--- config.mk ---
export PLATFORM = sky130hd
export DESIGN_NAME = spi_master_tx
export DESIGN_NICKNAME = d
export VERILOG_FILES = /design/src/rtl/spi_pkg.sv /design/src/rtl/spi_sclk_gen.sv /design/src/rtl/spi_master_tx.sv
export SDC_FILE = /design/constraint.sdc
export NUM_CORES = 1
export LEC_CHECK = 0
export CAP_MARGIN = 20
export CORE_ASPECT_RATIO = 1.5
export CORE_MARGIN = 10
export CORE_UTILIZATION = 25
export DETAILED_ROUTE_END_ITERATION = 6
export PLACE_DENSITY_LB_ADDON = 0.08
export SLEW_MARGIN = 30
export SYNTH_ARGS = -nofsm -noshare
export SYNTH_HDL_FRONTEND = slang
export SYNTH_SLANG_ARGS = --single-unit
--- constraint.sdc ---
create_clock -name clk -period 4.14 [get_ports clk]
set_input_delay 0.414 -clock clk [delete_from_list [all_inputs] [get_ports clk]]
set_output_delay 0.414 -clock clk [all_outputs]
set_load 0.01 [all_outputs]
--- src/rtl/spi_pkg.sv ---
// rtl/spi_pkg.sv - shared types and constants for the 12-bit SPI link
// Contents:
//   SPI_WORD_W      word width used by both master and slave
//   spi_tx_state_t  transmitter frame states
package spi_pkg;

   localparam int SPI_WORD_W = 12;

   typedef enum logic [1:0] {
      IDLE,
      START,
      SHIFT,
      TAIL
   } spi_tx_state_t;

endpackage

--- src/rtl/spi_sclk_gen.sv ---
// rtl/spi_sclk_gen.sv - free-running SPI clock generator with edge strobes
// Ports:
//   clk   in   system clock
//   rst   in   asynchronous active-low reset
//   sclk  out  registered SPI clock, low out of reset
//   rise  out  high in the clk cycle whose closing edge takes sclk 0->1
//   fall  out  high in the clk cycle whose closing edge takes sclk 1->0
module spi_sclk_gen #(
   parameter int CLK_DIV = 10
) (
   input  logic clk,
   input  logic rst,
   output logic sclk,
   output logic rise,
   output logic fall
);

   localparam int CW = (CLK_DIV > 1) ? $clog2(CLK_DIV) : 1;

   logic [CW-1:0] cnt;
   logic          wrap;

   assign wrap = (cnt == CW'(CLK_DIV - 1));

   // Strobes lead the toggle by one cycle so that logic using them updates
   // on the very edge that moves sclk.
   assign rise = wrap & ~sclk;
   assign fall = wrap & sclk;

   always_ff @(posedge clk or negedge rst) begin
      if (!rst) begin
         cnt  <= '0;
         sclk <= 1'b0;
      end else if (wrap) begin
         cnt  <= '0;
         sclk <= ~sclk;
      end else begin
         cnt  <= cnt + CW'(1);
      end
   end

endmodule

--- src/rtl/spi_master_tx.sv ---
// rtl/spi_master_tx.sv - SPI master transmitter, LSB first, one-word holding buffer
// Ports:
//   clk    in   system clock
//   rst    in   asynchronous active-low reset
//   newd   in   new-word strobe, din valid in the same cycle
//   din    in   word to transmit
//   ready  out  holding buffer empty
//   busy   out  transfer in progress
//   done   out  one-cycle pulse at the end of a transfer
//   ovf    out  one-cycle pulse when newd arrives while the buffer is full
//   sclk   out  free-running SPI clock
//   cs     out  chip select, active low
//   mosi   out  serial data, changes on sclk falling edges
module spi_master_tx
   import spi_pkg::*;
#(
   parameter int DATA_W  = SPI_WORD_W,
   parameter int CLK_DIV = 10
) (
   input  logic              clk,
   input  logic              rst,
   input  logic              newd,
   input  logic [DATA_W-1:0] din,
   output logic              ready,
   output logic              busy,
   output logic              done,
   output logic              ovf,
   output logic              sclk,
   output logic              cs,
   output logic              mosi
);

   localparam int BW = (DATA_W > 1) ? $clog2(DATA_W) : 1;

   spi_tx_state_t     state;
   logic [DATA_W-1:0] hold;
   logic [DATA_W-1:0] shift;
   logic [BW-1:0]     bitcnt;
   logic              pending;
   logic              rise;
   logic              fall;

   spi_sclk_gen #(
      .CLK_DIV (CLK_DIV)
   ) u_sclk_gen (
      .clk  (clk),
      .rst  (rst),
      .sclk (sclk),
      .rise (rise),
      .fall (fall)
   );

   assign ready = ~pending;
   assign busy  = (state != IDLE);

   always_ff @(posedge clk or negedge rst) begin
      if (!rst) begin
         state   <= IDLE;
         hold    <= '0;
         shift   <= '0;
         bitcnt  <= '0;
         pending <= 1'b0;
         cs      <= 1'b1;
         mosi    <= 1'b0;
         done    <= 1'b0;
         ovf     <= 1'b0;
      end else begin
         done <= 1'b0;
         // The overflow decision looks at the registered buffer flag, so a
         // word offered in the cycle the buffer drains is still refused.
         ovf  <= newd & pending;
         // Capture and drain are exclusive: capture needs pending=0,
         // draining in IDLE needs pending=1.
         if (newd && !pending) begin
            hold    <= din;
            pending <= 1'b1;
         end
         case (state)
            IDLE: begin
               if (fall && pending) begin
                  shift   <= hold;
                  pending <= 1'b0;
                  cs      <= 1'b0;
                  state   <= START;
               end
            end
            // One full sclk period with cs low and mosi idle lets the slave
            // see cs asserted on a rise before the first data bit.
            START: begin
               if (fall) begin
                  mosi   <= shift[0];
                  bitcnt <= '0;
                  state  <= SHIFT;
               end
            end
            SHIFT: begin
               if (fall) begin
                  if (bitcnt == BW'(DATA_W - 1)) begin
                     cs    <= 1'b1;
                     mosi  <= 1'b0;
                     state <= TAIL;
                  end else begin
                     shift  <= shift >> 1;
                     mosi   <= shift[1];
                     bitcnt <= bitcnt + BW'(1);
                  end
               end
            end
            // The rise after cs deasserts is the slave's completion edge.
            TAIL: begin
               if (rise) begin
                  done  <= 1'b1;
                  state <= IDLE;
               end
            end
            default: state <= IDLE;
         endcase
      end
   end

endmodule

==> results of run 1 <==
-- cell type report --
type | count | area [sq um]
tap | 102 | 128
timing repair buffer | 22 | 215
multi-input combinational | 95 | 843
sequential | 40 | 1000
fill | 777 | 5180
inverter | 11 | 41.3
clock buffer | 7 | 153
-- cell families (layout without fill, tap and decap cells) --
kind of cell,count (synthesis),after routing
AO/OA/AOI/OAI,21,21
XOR/XNOR,2,2
adder cells (fa/ha/maj),5,5
buffers and inverters,17,40
flip-flops,40,40
multiplexers,37,37
AND/OR/NAND/NOR,30,30
-- worst max-delay path: stages, from the launching register on --
cell and delay (ns):
dfrtp_1 0.40, inv_1 0.11, ha_2 0.55, nor2_1 0.18, a2111oi_4 0.82, mux2_2 0.41
-- sequential cells by signal (all words and copies together), names as in the netlist --
signal	count
hold	12
ovf	1
u_sclk_gen.sclk	1
cs	1
bitcnt	4
pending	1
mosi	1
u_sclk_gen.cnt	4
shift	12
state	2
done	1
-- final timing paths --
path / from / endpoint / slack [ns]
max in group asynchronous: rst / shift[5]$_DFFE_PN0P_ / 3.66
min in group clk: shift[10]$_DFFE_PN0P_ / shift[10]$_DFFE_PN0P_ / 0.49
setup / recovery: state[0]$_DFFE_PN0P_ / shift[4]$_DFFE_PN0P_ / 1.53
hold / removal: rst / done$_DFF_PN0_ / 0.11
setup reg to reg: state[0]$_DFFE_PN0P_ / shift[4]$_DFFE_PN0P_ / 1.53
hold reg to reg: shift[10]$_DFFE_PN0P_ / shift[10]$_DFFE_PN0P_ / 0.49
-- where the power goes --
| part | internal (mW) | leakage, nW | switching (mW) |
|---|---|---|---|
| registers | 0.513 | 0.483 | 0.0625 |
| logic | 0.234 | 0.424 | 0.173 |
| clock network | 0.253 | 0.0760 | 0.155 |
| total | 0.999 | 0.983 | 0.391 |
-- layout by cell type (no fill, tap or decap), types with 3 or more instances in the layout --
master	count
nand2_1	9
a22o_1	4
o21ai_0	6
nor2_1	3
clkdlybuf4s50_1	20
inv_1	11
mux2_2	35
nand3_1	4
dfrtp_1	39
clkbuf_16	5
ha_1	4
-- routing by layer --
| layer | vias to the layer above | global-route usage | wire (um) |
|---|---|---|---|
| met2 | 23 | 0.123 | 2020 |
| met5 | - | 0 | 0 |
| li1 | 583 | - | - |
| met1 | 621 | 0.0757 | 1660 |
| met4 | 0 | 0.0463 | 104 |
| met3 | 8 | 0.0287 | 192 |
-- per-stage QoR --
| stage | total power, mW | hold slack, ns | area, sq um | util |
|---|---|---|---|---|
| 3_5_place_dp | 0.998 | 0.480 | 2220 | 0.294 |
| 2_1_floorplan | 0.875 | 0.118 | 1920 | - |
| 6_report | 1.39 | 0.108 | 2380 | 0.315 |
| 5_1_grt | 1.49 | 0.155 | 2380 | 0.315 |
| 4_1_cts | 1.42 | 0.318 | 2380 | 0.314 |
| 3_3_place_gp | 0.978 | 0.467 | 2220 | 0.294 |
==> impl_summary.txt, run 1 <==
----------------------------------------------------
[Cells and area]
  Layout Cells excl Fill ... 277
  Share of cells above drive strength 1 ... 0.286
  Antenna fix cells ... 0
  Nets ... 195
  Syn-to-layout area delta ... 24.2%

[Routing]
  Average vias per placed instance ... 4.46
  Post-route DRC violation count ... 0
  DR WL/cell ... 14.4 um
  Vias ... 1235
  First-iteration detailed-routing DRC count ... 41
  Number of routed nets with antenna violations ... 0
  Pre-antenna DRT Iters ... 4
  Total Wirelength ... 3.98 mm

[CTS]
  Clk Latency, worst-skew pair ... 0.29 ns
  Clock root buffer master ... clkbuf_16
  CTS H-tree depth ... 2
  Clock Pin Slew Worst Setup and Hold Paths ... 0.06 ns
  # clock sinks ... 40
  CTS hold repair buffers ... 0
  Post-CTS setup repair buffer count ... 0
  Resized Gates After CTS ... 0
  Number of buffers created by CTS ... 5
  CTS tree ... done
  Worst-case clock buffer depth ... 2

[Logic synthesis]
  Post-synth EDFFs ... 0
  Synthesized area divided by synthesized cell count ... 12.6 sq um
  Portion of synthesized cell area occupied by the leading cell type ... 0.509
  Largest family of logic cells by synthesized area ... multiplexers
  Predominant post-synthesis flop cell ... dfrtp_1
  Xor/xnor share of the synthesized area ... 0.00913
  Flops & latches, synth ... 40
  Complex-gate fraction of the synthesized area ... 0.0855
  Count leader, synth ... dfrtp_1
  Syn. warnings ... 0
  Share of synthesized cell area in and, or, nand and nor gates ... 0.0946
  Synthesized netlist net count ... 172
  Commonest cells post-synth ... dfrtp_1 (39), mux2_2 (35), inv_1 (11)
  Synth Area in Adders ... 0.0326
  Async set-or-reset flop fraction in the synthesized netlist ... 1.00
  Cell types occupying the most area after synthesis ... dfrtp_1 (51%), mux2_2 (21%), ha_1 (3.3%)
  Number of different library cells in the post-synthesis netlist ... 36
  Number of instances in the synthesized netlist ... 152
  Top cell type by total area after synthesis ... dfrtp_1
  Proportion of synthesized area in mux cells ... 0.217
  Cell area after technology mapping ... 0.00192 sq mm
  Sequential element share of the synthesized area ... 0.523

[GRT]
  Total Routing Usage GR ... 0.0737
  Vias in the first global route ... 1358
  Grt total ovfl ... 0
  Pin count of the biggest net entering global routing ... 41
  Number of antenna violations at the first check in global routing ... 0
  Wire length of the first global-routing pass ... 6.71 mm

[Die]
  Initial cell density of the core ... 0.254
  Die boundary width ... 91.5 um
  Area of the placeable core ... 0.00756 sq mm
  Die Span Y ... 127 um
  Number of ports placed on the die boundary ... 22
  Number of core rows ... 39
  Die area ... 0.0116 sq mm

[Placement]
  Total placed cells including tap cells ... 270
  Setup WS pre-CTS ... 1.12 ns
  Count of input and output buffers ... 21
  Weighted congestion at the end of routability-driven global placement ... 0.699
  DP Wirelength ... 2.80 mm

[Timing]
  Final setup TNS ... 0 ns
  Final worst clock skew ... 0.00447 ns
  Least-Margin Pin Slew ... 0.849 ns
  Final period util ... 0.630
  Final max-slew violation count ... 0
  Count of final hold-check violations ... 0
  Worst slew margin relative to its limit ... 0.434
  Unrepaired setup endpoints after global routing ... false
  Crit path setup slack, layout ... 1.53 ns
  Tmin final ... 2.61 ns
  Maximum achievable frequency ... 383 MHz
  Setup Viol. Count Final ... 0

[Setup path]
  Critical Path End Type ... flop
  WS Path Type ... flop to flop
  CP startpoint kind ... flop
  Required arrival time at the worst endpoint ... 4.31 ns
  Critical path data arrival time ... 2.78 ns
  Reg2reg path depth ... 5
  Critical-path maximum fanout ... 25

[Worst hold path]
  Path category of the worst min-delay check ... input port to asynchronous set/reset pin

[Status]
  Run status ... finished, final reports clean

[Pwr]
  Max rail drop VDD ... 0.191 mV
  Total power density per cell area ... 584 mW/mm^2
  Static power due to leakage ... 0.983 nW

[Run]
  Maxcap violations ... 0

----------------------------------------------------
Power figures use the tool's default switching activity.
==> run 2, diff against run 1 <==
==> constraint.sdc (replaced) <==
create_clock -name clk -period 2.2 [get_ports clk]
set_input_delay 0.22 -clock clk [delete_from_list [all_inputs] [get_ports clk]]
set_output_delay 0.22 -clock clk [all_outputs]
set_load 0.01 [all_outputs]
==> impl_summary.txt, run 2 (synthesized netlist as in run 1, its figures left out) <==
----------------------------------------------------
[Timing]
  Final setup TNS ... 0 ns
  Count of final hold-check violations ... 0
  Maximum achievable frequency ... 497 MHz
  Tmin final ... 2.01 ns
  Setup Viol. Count Final ... 0
  Final period util ... 0.915
  Final max-slew violation count ... 0
  Final worst clock skew ... 0.00171 ns
  Worst slew margin relative to its limit ... 0.689
  Unrepaired setup endpoints after global routing ... false
  Least-Margin Pin Slew ... 0.464 ns

[Die]
  Die area ... 0.0116 sq mm
  Initial cell density of the core ... 0.254
  Die Span Y ... 127 um
  Die boundary width ... 91.5 um
  Number of ports placed on the die boundary ... 22
  Number of core rows ... 39
  Area of the placeable core ... 0.00756 sq mm

[Setup path]
  Critical-path cell list ... ha_1 -> and3b_1 -> a2111oi_4 -> buf_4 -> mux2_2
  Critical path data arrival time ... 2.18 ns
  Bufs and invs on worst path ... 1
  Family of cells with the greatest summed delay on the critical path ... flip-flops
  CP startpoint kind ... flop
  Worst-path cell with the longest stage delay ... dfrtp_1
  WS Path Type ... flop to flop
  Required arrival time at the worst endpoint ... 2.37 ns
  Critical-path maximum fanout ... 12
  Critical Path End Type ... flop
  Biggest cell delay along the critical path ... 0.43 ns

[Pwr]
  Switching share of power ... 0.275
  Static power due to leakage ... 1.02 nW
  Max rail drop VDD ... 0.482 mV
  Flop pwr share ... 0.411
  Net switching power figure ... 726 uW
  Share of power burned in combinational logic ... 0.301
  Clock network fraction of design power ... 0.287
  Cell-internal power ... 1.91 mW
  Total power density per cell area ... 1080 mW/mm^2

[CTS]
  Number of buffers created by CTS ... 5
  CTS tree ... done
  # clock sinks ... 40
  CTS H-tree depth ... 2
  Clock Pin Slew Worst Setup and Hold Paths ... 0.06 ns
  Worst-case clock buffer depth ... 2
  Clk Latency, worst-skew pair ... 0.28 ns
  Clock root buffer master ... clkbuf_16
  Post-CTS setup repair buffer count ... 0

[GRT]
  Total Routing Usage GR ... 0.0705
  Vias in the first global route ... 1339
  Grt total ovfl ... 0
  Number of antenna violations at the first check in global routing ... 0
  Wire length of the first global-routing pass ... 6.60 mm
  Pin count of the biggest net entering global routing ... 18

[Status]
  Run status ... finished, final reports clean

[Cells and area]
  # fillers ... 780
  Layout Cells excl Fill ... 284
  Final core utilization ... 0.322
  Most frequent cells in the layout ... dfrtp_1 (39), mux2_2 (35), clkdlybuf4s50_1 (20)
  Top Registers ... hold (12), shift (12)
  Antenna fix cells ... 0
  Share of cells above drive strength 1 ... 0.302
  Commonest non-fill, non-tap cell in the layout ... dfrtp_1
  Nets ... 202
  Syn-to-layout area delta ... 26.8%

[Worst hold path]
  Path category of the worst min-delay check ... input port to asynchronous set/reset pin

[Routing]
  Average vias per placed instance ... 4.42
  Pre-antenna DRT Iters ... 4
  Total Wirelength ... 3.81 mm
  Number of routed nets with antenna violations ... 0
  First-iteration detailed-routing DRC count ... 33
  Post-route DRC violation count ... 0
  DR WL/cell ... 13.4 um
  Vias ... 1256

[Placement]
  Total placed cells including tap cells ... 276
  DP Wirelength ... 2.85 mm
  Count of input and output buffers ... 21
  Weighted congestion at the end of routability-driven global placement ... 0.676

[Run]
  Maxcap violations ... 0

----------------------------------------------------
==> run 2: final timing paths <==
kind / startpoint / endpoint / slack (ns) / cells past startpoint
worst max-delay path: bitcnt[0]$_DFFE_PN0P_ / shift[11]$_DFFE_PN0P_ / 0.19 / 5
min in group clk: shift[10]$_DFFE_PN0P_ / shift[10]$_DFFE_PN0P_ / 0.49 / 1
worst min register to register: shift[10]$_DFFE_PN0P_ / shift[10]$_DFFE_PN0P_ / 0.49 / 1
worst min-delay path: rst / u_sclk_gen.sclk$_DFFE_PN0N_ / 0.34 / 2
max in group asynchronous: rst / cs$_DFFE_PN1P_ / 1.27 / 3
worst max register to register: bitcnt[0]$_DFFE_PN0P_ / shift[11]$_DFFE_PN0P_ / 0.19 / 5
==> run 2: metrics by stage <==
step	cell area, sq um	setup slack, ns	power [mW]	hold slack, ns
3_3_place_gp	2270	0.230	1.89	0.121
6_report	2430	0.186	2.64	0.344
5_1_grt	2430	0.0619	2.83	0.381
2_1_floorplan	1920	0.207	1.65	-0.0756
3_5_place_dp	2270	0.195	1.91	0.120
4_1_cts	2430	0.176	2.69	0.359
==> run 2: layout make-up <==
cell class / instances / area, sq um / share of cell area
Sequential cell: 40 / 1000 / 0.412
Inverter: 11 / 41.3 / 0.0170
Clock buffer: 7 / 153 / 0.0628
Timing Repair Buffer: 29 / 268 / 0.110
Multi-Input combinational cell: 95 / 841 / 0.346
Tap cell: 102 / 128 / 0.0525
==> run 2: power by group through the flow <==
| stage | combinational [mW] | clock (mW) | sequential (mW) |
|---|---|---|---|
| after floorplan | 0.583 | 0 | 1.06 |
| final | 0.795 | 0.758 | 1.09 |
| after global placement | 0.798 | 0 | 1.09 |
| after global routing | 0.893 | 0.813 | 1.12 |
| after detailed placement | 0.810 | 0 | 1.10 |
| after CTS | 0.814 | 0.787 | 1.09 |
==> run 2: worst reg2reg max path, delay by kind of cell, from the launching register on <==
family	cells	cell delay, ns
adders and majority gates	1	0.26
DFF	1	0.43
buffers and inverters	1	0.25
and+or+nand+nor	1	0.26
AOI/OAI and AO/OA	1	0.35
muxes	1	0.36
==> run 2: routing by layer <==
layer  routed length, um  track usage  vias up
met5                   0            0        -
met1                1690       0.0802      628
met3                 165       0.0264        5
met2                1860        0.111       25
met4                  90       0.0398        0
li1                    -            -      598
==> run 2: what timing repair did <==
item,4_1_cts,5_1_grt
hold buffers,1,0
endpoints found under the setup margin,0,0
endpoints found under the hold margin,10,0
resized for setup,0,0
==> run 3, diff against run 2 <==
--- a/config.mk
+++ b/config.mk
@@ -5,10 +5,9 @@
 export SDC_FILE = /design/constraint.sdc
 export NUM_CORES = 1
 export LEC_CHECK = 0
-export CAP_MARGIN = 20
-export CORE_ASPECT_RATIO = 1.5
 export CORE_MARGIN = 10
 export CORE_UTILIZATION = 25
+export CTS_BUF_LIST = sky130_fd_sc_hd__clkbuf_4 sky130_fd_sc_hd__clkbuf_8 sky130_fd_sc_hd__clkbuf_16
 export DETAILED_ROUTE_END_ITERATION = 6
 export PLACE_DENSITY_LB_ADDON = 0.08
 export SLEW_MARGIN = 30
==> impl_summary.txt, run 3 (synthesized netlist as in run 1, its figures left out) <==
----------------------------------------------------
[Die]
  Die area ... 0.0116 sq mm
  Number of ports placed on the die boundary ... 22
  Number of core rows ... 31
  Die boundary width ... 108 um
  Die Span Y ... 108 um
  Initial cell density of the core ... 0.260
  Area of the placeable core ... 0.00737 sq mm

[CTS]
  Number of buffers created by CTS ... 5
  Clk Latency, worst-skew pair ... 0.29 ns
  Clock Pin Slew Worst Setup and Hold Paths ... 0.08 ns
  Worst-case clock buffer depth ... 2
  Clock root buffer master ... clkbuf_8
  Post-CTS setup repair buffer count ... 0
  CTS H-tree depth ... 2
  # clock sinks ... 40
  Resized Gates After CTS ... 0
  CTS tree ... done

[Timing]
  Final setup TNS ... 0 ns
  Worst slew margin relative to its limit ... 0.690
  Tmin final ... 2.00 ns
  Setup Viol. Count Final ... 0
  Final max-slew violation count ... 0
  Count of final hold-check violations ... 0
  Maximum achievable frequency ... 501 MHz
  Final period util ... 0.907
  Unrepaired setup endpoints after global routing ... false
  Least-Margin Pin Slew ... 0.463 ns
  Final worst clock skew ... 0.00543 ns
  Worst Hold Slack ... 0.421 ns

[Pwr]
  Overall power consumption ... 2.39 mW
  Clock network fraction of design power ... 0.220
  Total power density per cell area ... 1010 mW/mm^2
  Switching share of power ... 0.293
  Flop pwr share ... 0.452
  Max rail drop VDD ... 0.333 mV
  Static power due to leakage ... 0.980 nW
  Net switching power figure ... 699 uW
  Share of power burned in combinational logic ... 0.328
  Cell-internal power ... 1.69 mW

[Setup path]
  Required arrival time at the worst endpoint ... 2.38 ns
  Critical Path End Type ... flop
  WS Path Type ... flop to flop
  Critical path data arrival time ... 2.17 ns
  CP startpoint kind ... flop
  Critical-path maximum fanout ... 12

[Routing]
  Total Wirelength ... 3.70 mm
  Vias ... 1201
  Average vias per placed instance ... 4.29
  Post-route DRC violation count ... 0
  First-iteration detailed-routing DRC count ... 28
  DR WL/cell ... 13.2 um
  Number of routed nets with antenna violations ... 0
  Pre-antenna DRT Iters ... 4

[Run]
  Maxcap violations ... 0

[Cells and area]
  Top Registers ... hold (12), shift (12)
  Nets ... 200
  Syn-to-layout area delta ... 23.0%
  Commonest non-fill, non-tap cell in the layout ... dfrtp_1
  Most frequent cells in the layout ... dfrtp_1 (39), mux2_2 (35), clkdlybuf4s50_1 (20)
  Share of cells above drive strength 1 ... 0.298
  Design area ... 0.00236 sq mm
  # fillers ... 756
  Antenna fix cells ... 0

[Placement]
  Count of input and output buffers ... 21
  Weighted congestion at the end of routability-driven global placement ... 0.692
  DP Wirelength ... 2.73 mm
  Placement Cell Area ... 0.00225 sq mm

[GRT]
  Wire length of the first global-routing pass ... 6.22 mm
  Total Routing Usage GR ... 0.0674
  Grt total ovfl ... 0
  Pin count of the biggest net entering global routing ... 22
  Number of antenna violations at the first check in global routing ... 0
  Vias in the first global route ... 1279

[Worst hold path]
  Path category of the worst min-delay check ... input port to asynchronous set/reset pin

[Status]
  Run status ... finished, final reports clean

----------------------------------------------------
run 3: cell count changes in the layout (fill, tap and decap cells not counted), sizes merged:
cell,before,now
buf,8,6
clkinvlp,0,1
run 3: path summary, 6_finish.rpt:
check	start	to	slack [ns]	depth (start not counted)
setup / recovery	bitcnt[0]$_DFFE_PN0P_	shift[11]$_DFFE_PN0P_	0.20	5
hold / removal	rst	pending$_DFF_PN0_	0.42	2
setup reg to reg	bitcnt[0]$_DFFE_PN0P_	shift[11]$_DFFE_PN0P_	0.20	5
hold reg to reg	shift[10]$_DFFE_PN0P_	shift[10]$_DFFE_PN0P_	0.48	1
max in group asynchronous	rst	hold[2]$_DFFE_PN0P_	1.14	3
min in group clk	shift[10]$_DFFE_PN0P_	shift[10]$_DFFE_PN0P_	0.48	1
run 3: cell type report:
| class | count | area, sq um | area share |
|---|---|---|---|
| Timing Repair Buffer | 27 | 253 | 0.107 |
| Clock inverter | 1 | 7.51 | 0.00318 |
| Inverter | 11 | 41.3 | 0.0175 |
| Clock buffer | 7 | 90.1 | 0.0382 |
| Tap cell | 99 | 124 | 0.0525 |
| Multi-Input combinational cell | 95 | 841 | 0.356 |
| Sequential cell | 40 | 1000 | 0.425 |
run 3: power by group through the flow:
stage	logic, mW	registers [mW]	clock network [mW]
6_report	0.784	1.08	0.525
3_3_place_gp	0.777	1.09	0
2_1_floorplan	0.583	1.06	0
3_5_place_dp	0.796	1.10	0
4_1_cts	0.803	1.08	0.546
5_1_grt	0.875	1.11	0.574
run 3: per-stage QoR:
| step | util | setup WS, ns | cells |
|---|---|---|---|
| after floorplan | - | 0.207 | 152 |
| after global placement | 0.305 | 0.246 | 271 |
| after detailed placement | 0.305 | 0.199 | 271 |
| after CTS | 0.320 | 0.188 | 280 |
| after global routing | 0.320 | 0.112 | 280 |
| final | 0.320 | 0.204 | 280 |
run 3: layer usage:
layer	GRT usage	wire length (um)
met1	0.0810	1720
met2	0.105	1710
met3	0.0275	203
met4	0.0258	61
met5	0	0
run 3: repair_timing:
action | CTS | global route
hold buffers | 1 | 0
hold endpoints to repair | 18 | 0
endpoints found under the setup margin | 0 | 0
run 3: worst max-delay path, cell delays in order, from the launching register on:
cell	delay [ns]
dfrtp_1	0.42
ha_1	0.25
and3b_1	0.25
a2111oi_4	0.35
buf_4	0.26
mux2_2	0.35
